**config.mk**
```make
export PLATFORM = sky130hd
export DESIGN_NAME = fp_adder
export DESIGN_NICKNAME = d
export VERILOG_FILES = /design/src/rtl/fp_adder.sv
export SDC_FILE = /design/constraint.sdc
export NUM_CORES = 1
export LEC_CHECK = 0
export BUFFER_PORTS_ARGS = -buffer_cell sky130_fd_sc_hd__buf_2
export CAP_MARGIN = 20
export CORE_MARGIN = 8
export CORE_UTILIZATION = 30
export DETAILED_ROUTE_END_ITERATION = 8
export GPL_TIMING_DRIVEN = 1
export PLACE_DENSITY_LB_ADDON = 0.15
export SYNTH_ARGS = -nofsm -noshare
export SYNTH_HDL_FRONTEND = slang
export SYNTH_SLANG_ARGS = --single-unit
```
**constraint.sdc**
```tcl
create_clock -name clk -period 4.2 [get_ports clk]
set_input_delay 0.84 -clock clk [delete_from_list [all_inputs] [get_ports clk]]
set_output_delay 0.84 -clock clk [all_outputs]
set_load 0.01 [all_outputs]
```
**src/rtl/fp_adder.sv**
```systemverilog
// rtl/fp_adder.sv - IEEE-754 single-precision adder, multi-cycle FSM, round-to-nearest-even.
// Define FPADD_FTZ_EN to flush subnormal inputs and results to signed zero.
module fp_adder (
  input  logic        clk,
  input  logic        rst,
  input  logic [31:0] input_a,
  input  logic [31:0] input_b,
  input  logic        input_a_stb,
  input  logic        input_b_stb,
  input  logic        ack_output,
  input  logic        start,
  output logic [31:0] output_z,
  output logic        output_z_stb,
  output logic        input_a_ack,
  output logic        input_b_ack,
  output logic        idle_status,
  output logic        output_valid
);

  typedef enum logic [3:0] {
    IDLE, GET_A, GET_B, UNPACK, SPECIAL, ALIGN, ADD0, ADD1,
    NORM1, NORM2, ROUND, PACK, PUT_Z
  } state_t;

  state_t             state_q;
  logic [31:0]        a_q, b_q, z_q;
  logic               z_stb_q, a_ack_q, b_ack_q, idle_q;
  logic [26:0]        a_m_q, b_m_q;
  logic signed [9:0]  a_e_q, b_e_q, z_e_q;
  logic [27:0]        sum_q;
  logic [23:0]        z_m_q;
  logic               z_s_q, guard_q, round_q, sticky_q;

  logic signed [9:0]  a_e_unp, b_e_unp;
  logic [26:0]        a_m_unp, b_m_unp;
  logic               a_nan, b_nan, a_inf, b_inf;
  logic [7:0]         z_bexp;

  assign a_nan = (a_q[30:23] == 8'hFF) && (a_q[22:0] != 23'd0);
  assign b_nan = (b_q[30:23] == 8'hFF) && (b_q[22:0] != 23'd0);
  assign a_inf = (a_q[30:23] == 8'hFF) && (a_q[22:0] == 23'd0);
  assign b_inf = (b_q[30:23] == 8'hFF) && (b_q[22:0] == 23'd0);

  assign a_e_unp = (a_q[30:23] == 8'd0) ? -10'sd126 : $signed({2'b00, a_q[30:23]}) - 10'sd127;
  assign b_e_unp = (b_q[30:23] == 8'd0) ? -10'sd126 : $signed({2'b00, b_q[30:23]}) - 10'sd127;

`ifdef FPADD_FTZ_EN
  assign a_m_unp = (a_q[30:23] == 8'd0) ? 27'd0 : {1'b1, a_q[22:0], 3'b000};
  assign b_m_unp = (b_q[30:23] == 8'd0) ? 27'd0 : {1'b1, b_q[22:0], 3'b000};
`else
  assign a_m_unp = {(a_q[30:23] != 8'd0), a_q[22:0], 3'b000};
  assign b_m_unp = {(b_q[30:23] != 8'd0), b_q[22:0], 3'b000};
`endif

  assign z_bexp = 8'(z_e_q + 10'sd127);

  assign output_z     = z_q;
  assign output_z_stb = z_stb_q;
  assign input_a_ack  = a_ack_q;
  assign input_b_ack  = b_ack_q;
  assign idle_status  = idle_q;
  assign output_valid = (state_q == PUT_Z) && z_stb_q && ack_output;

  always_ff @(posedge clk or negedge rst) begin
    if (!rst) begin
      state_q  <= IDLE;
      a_q      <= '0;
      b_q      <= '0;
      z_q      <= '0;
      z_stb_q  <= 1'b0;
      a_ack_q  <= 1'b0;
      b_ack_q  <= 1'b0;
      idle_q   <= 1'b1;
      a_m_q    <= '0;
      b_m_q    <= '0;
      a_e_q    <= '0;
      b_e_q    <= '0;
      z_e_q    <= '0;
      sum_q    <= '0;
      z_m_q    <= '0;
      z_s_q    <= 1'b0;
      guard_q  <= 1'b0;
      round_q  <= 1'b0;
      sticky_q <= 1'b0;
    end else begin
      case (state_q)
        IDLE: if (start) begin
          state_q <= GET_A;
          a_ack_q <= 1'b1;
          idle_q  <= 1'b0;
        end
        GET_A: if (input_a_stb && a_ack_q) begin
          a_q     <= input_a;
          a_ack_q <= 1'b0;
          b_ack_q <= 1'b1;
          state_q <= GET_B;
        end
        GET_B: if (input_b_stb && b_ack_q) begin
          b_q     <= input_b;
          b_ack_q <= 1'b0;
          state_q <= UNPACK;
        end
        UNPACK: begin
          a_m_q   <= a_m_unp;
          b_m_q   <= b_m_unp;
          a_e_q   <= a_e_unp;
          b_e_q   <= b_e_unp;
          state_q <= SPECIAL;
        end
        SPECIAL: begin
          state_q <= PUT_Z;
          z_stb_q <= 1'b1;
          if (a_nan || b_nan || (a_inf && b_inf && (a_q[31] != b_q[31])))
            z_q <= 32'h7FC00000;
          else if (a_inf)
            z_q <= a_q;
          else if (b_inf)
            z_q <= b_q;
          else if (a_m_q == 27'd0 && b_m_q == 27'd0)
            z_q <= {a_q[31] & b_q[31], 31'd0};
          else if (a_m_q == 27'd0)
            z_q <= b_q;
          else if (b_m_q == 27'd0)
            z_q <= a_q;
          else begin
            z_stb_q <= 1'b0;
            state_q <= ALIGN;
          end
        end
        // Once only the sticky bit is left, further shifts change nothing: jump the exponent.
        ALIGN: begin
          if (a_e_q > b_e_q) begin
            if (b_m_q[26:1] == 26'd0) begin
              b_e_q <= a_e_q;
            end else begin
              b_e_q <= b_e_q + 10'sd1;
              b_m_q <= {1'b0, b_m_q[26:2], b_m_q[1] | b_m_q[0]};
            end
          end else if (b_e_q > a_e_q) begin
            if (a_m_q[26:1] == 26'd0) begin
              a_e_q <= b_e_q;
            end else begin
              a_e_q <= a_e_q + 10'sd1;
              a_m_q <= {1'b0, a_m_q[26:2], a_m_q[1] | a_m_q[0]};
            end
          end else begin
            state_q <= ADD0;
          end
        end
        ADD0: begin
          z_e_q   <= a_e_q;
          state_q <= ADD1;
          if (a_q[31] == b_q[31]) begin
            sum_q <= {1'b0, a_m_q} + {1'b0, b_m_q};
            z_s_q <= a_q[31];
          end else if (a_m_q >= b_m_q) begin
            sum_q <= {1'b0, a_m_q} - {1'b0, b_m_q};
            z_s_q <= a_q[31];
          end else begin
            sum_q <= {1'b0, b_m_q} - {1'b0, a_m_q};
            z_s_q <= b_q[31];
          end
        end
        ADD1: begin
          state_q <= NORM1;
          if (sum_q == 28'd0) begin
            z_s_q    <= 1'b0;
            z_e_q    <= -10'sd126;
            z_m_q    <= '0;
            guard_q  <= 1'b0;
            round_q  <= 1'b0;
            sticky_q <= 1'b0;
          end else if (sum_q[27]) begin
            z_m_q    <= sum_q[27:4];
            guard_q  <= sum_q[3];
            round_q  <= sum_q[2];
            sticky_q <= sum_q[1] | sum_q[0];
            z_e_q    <= z_e_q + 10'sd1;
          end else begin
            z_m_q    <= sum_q[26:3];
            guard_q  <= sum_q[2];
            round_q  <= sum_q[1];
            sticky_q <= sum_q[0];
          end
        end
        NORM1: begin
          if (!z_m_q[23] && (z_e_q > -10'sd126)) begin
            z_e_q   <= z_e_q - 10'sd1;
            z_m_q   <= {z_m_q[22:0], guard_q};
            guard_q <= round_q;
            round_q <= 1'b0;
          end else begin
`ifdef FPADD_FTZ_EN
            state_q <= ROUND;
`else
            state_q <= NORM2;
`endif
          end
        end
        NORM2: begin
          if (z_e_q < -10'sd126) begin
            z_e_q    <= z_e_q + 10'sd1;
            z_m_q    <= {1'b0, z_m_q[23:1]};
            guard_q  <= z_m_q[0];
            round_q  <= guard_q;
            sticky_q <= sticky_q | round_q;
          end else begin
            state_q <= ROUND;
          end
        end
        ROUND: begin
          if (guard_q && (round_q || sticky_q || z_m_q[0])) begin
            z_m_q <= z_m_q + 24'd1;
            if (z_m_q == 24'hFFFFFF)
              z_e_q <= z_e_q + 10'sd1;
          end
          state_q <= PACK;
        end
        PACK: begin
          state_q <= PUT_Z;
          z_stb_q <= 1'b1;
          if (z_e_q > 10'sd127)
            z_q <= {z_s_q, 8'hFF, 23'd0};
          else if ((z_e_q == -10'sd126) && !z_m_q[23])
`ifdef FPADD_FTZ_EN
            z_q <= {z_s_q, 31'd0};
`else
            z_q <= {z_s_q, 8'd0, z_m_q[22:0]};
`endif
          else
            z_q <= {z_s_q, z_bexp, z_m_q[22:0]};
        end
        PUT_Z: if (z_stb_q && ack_output) begin
          z_stb_q <= 1'b0;
          idle_q  <= 1'b1;
          state_q <= IDLE;
        end
        default: state_q <= IDLE;
      endcase
    end
  end

endmodule

```
==> run metrics <==
Overall Power=19.1 mW; Die Area=67100 um^2; count of final hold-check violations=0; WL final=67300 um; largest net degree at the start of global routing=76; Routed WL per cell=22.4 um; Final TNS setup=0 ps; Hold Buf Count CTS=0; post-DR vias/cell=5.54; Peak VDD IR=0.394 mV; first-pass GRT wire length=103000 um; Worst Max-Slew Pin Slew=1060 ps; total number of vias=16700; sequential share of power=27.1%; crit share post-route=91.1%; Final min period=3820 ps; number of global-route vias before repair=16300; Post-CTS Setup Inserts=0; RSZ-0062 raised after global routing=no; Critical Path End Type=flip-flop; Synth warnings=0; Clk pwr share=16.5%; total CTS buffers=31; top-count cell post-synth=dfrtp_1; max frequency=261 MHz; top cell type's share of synthesized area=34.3%; CTS tree=done; Max-Cap Viols=0; Overflow after GRT=0; Critical Path Source Type=flip-flop; number of enable flip-flop cells after synthesis=0; H-tree Lvls=1; die width=259 um; Reg clk slew, reported paths=80 ps; Routed Antenna Nets=0; CTS resizes=0; Hold Crit Class=primary input to asynchronous set/reset pin; Nets=2386; PortBufs=106; power density over cell area=935 nW/um^2; Cells after Synth=2145; routability cong.=0.898; synth cell count leaders=243 x dfrtp_1, 229 x nor2_1, 211 x nand2_1, 203 x a21oi_1, 155 x o21ai_0; clock sink count=244; WP data arrival=4300 ps; io pins=107; Row Count=89; root buf cell=clkbuf_16; status=finished, final reports clean; biggest area consumer among synthesized cells=dfrtp_1; switching share of total power=50.0%; ys flop type=dfrtp_1; combinational share of power=56.5%; Cell Area, Synth=17700 um^2; filler cell count=6198; peak fanout along the critical path=20; Synth area leaders=dfrtp_1 34%, ha_1 7.2%, a21oi_1 5.7%; DP Wirelength=51300 um; Initial Utilization=30.2%; share of cells above drive strength 1=14.9%; initial antenna violation count=4; net switching power=9.56 mW; Clock Skew=22.2 ps; Area growth syn-to-layout=15.2%; Yosys reg bits=244; Synth cell types=76; Worst slew margin=29.0%; DRT Pass-1 Iters=6; Mapped Nets=2320; Core ar.=58700 um^2; height of the die=259 um; CP required=4670 ps; GRT Overall Usage=19.4%; internal power=9.54 mW; setup violators final=0; sequential share of the synthesized area=34.5%; Post-Syn Area per Cell=8.26 um^2; Pins Over Slew Limit=0; Crit Path Class=flip-flop to flip-flop; # DRC=0; clock latency on the worst-skew pair=620 ps; Max clock buf depth=3; DRT iter0 DRCs=1568; leakage=9.15 nW; ys async rst share=100%
## state kept, by name (all words and copies together), names as in the netlist, 4 cells and up
register	flops
b_q	32
z_e_q	10
sum_q	28
a_e_q	10
z_m_q	24
b_e_q	10
state_q	4
a_q	32
output_z	32
b_m_q	27
a_m_q	27
## area by class of cell
type	count	area, um^2	share of cell area (%)
flip-flops and latches	244	6110	29.9
diodes	1	2.50	0.0123
multi-input cells	1634	10600	51.8
repair buffers	168	1070	5.23
clock buffers	33	803	3.93
inverters	132	495	2.43
clock inverters	25	394	1.93
well taps	773	967	4.73
## power by group through the flow
stage / sequential [mW] / clock, mW / combinational (mW)
2_1_floorplan: 4.42 / 0 / 7.53
6_report: 5.16 / 3.15 / 10.8
3_5_place_dp: 5.18 / 0 / 10.6
3_3_place_gp: 5.13 / 0 / 10.7
5_1_grt: 5.33 / 3.32 / 11.8
4_1_cts: 5.14 / 3.23 / 10.7
## metrics by stage
| step | utilization [%] | instance area [um^2] | hold WS, ps | setup WS, ps | cells |
|---|---|---|---|---|---|
| 2_1_floorplan | - | 17700 | 474 | 1040 | 2145 |
| 4_1_cts | 34.8 | 20400 | 238 | 449 | 3009 |
| 5_1_grt | 34.8 | 20400 | 253 | 184 | 3009 |
| 6_report | 34.8 | 20400 | 214 | 376 | 3010 |
| 3_3_place_gp | 32.8 | 19200 | 464 | 516 | 2951 |
| 3_5_place_dp | 32.8 | 19200 | 465 | 466 | 2951 |
## path summary, 6_finish.rpt
path	endpoint	cells after the start	slack (ps)	start
min	output_z[7]	1	210	rst
max reg2reg	sum_q[4]	14	380	a_m_q[15]
max	sum_q[4]	14	380	a_m_q[15]
min in group clk	b_q[24]	3	450	input_b[24]
min reg2reg	idle_status	2	470	idle_status
max in group asynchronous	b_q[11]	2	3060	rst
## logic make-up (layout without fill, tap and decap cells)
family / count (synthesis) / in the layout / share of synthesized area, %
simple gates: 667 / 667 / 16.8
compound gates: 652 / 652 / 23.2
buf+inv: 267 / 358 / 5.98
flops: 244 / 244 / 34.5
mux: 142 / 142 / 8.60
fa+ha+maj: 105 / 105 / 7.54
xor+xnor: 68 / 68 / 3.36
other cells: 0 / 1 / 0
## critical path: stages, from the launching register on
cell and delay [ps]:
dfrtp_1 470, inv_1 70, ha_1 470, and4_1 330
nand2_1 140, or4_1 530, a21oi_1 190, a211oi_2 80
nand3_2 150, buf_4 290, mux2_2 380, a21oi_1 140
o221ai_1 160, xnor2_1 180, o21ai_1 70
## routing by layer
layer  GRT usage [%]  wire length [um]  vias to the layer above
met5               0                 0                        -
met4            5.28              1640                        0
met3            2.30              3760                       94
met2            29.6             29200                      559
met1            28.4             32800                     8192
li1                -                 -                     7841
## layout by cell type (no fill, tap or decap), types with 31 or more instances in the layout
cell type / count
a21o_1: 37
a21oi_1: 203
a31oi_1: 44
buf_2: 105
buf_4: 57
clkbuf_16: 31
dfrtp_1: 243
ha_1: 102
inv_1: 132
mux2_2: 82
mux2i_1: 60
nand2_1: 210
nand3_1: 55
nor2_1: 226
nor3_1: 41
nor4_1: 35
o21ai_0: 154
xnor2_1: 47
Power figures use the tool's default switching activity.
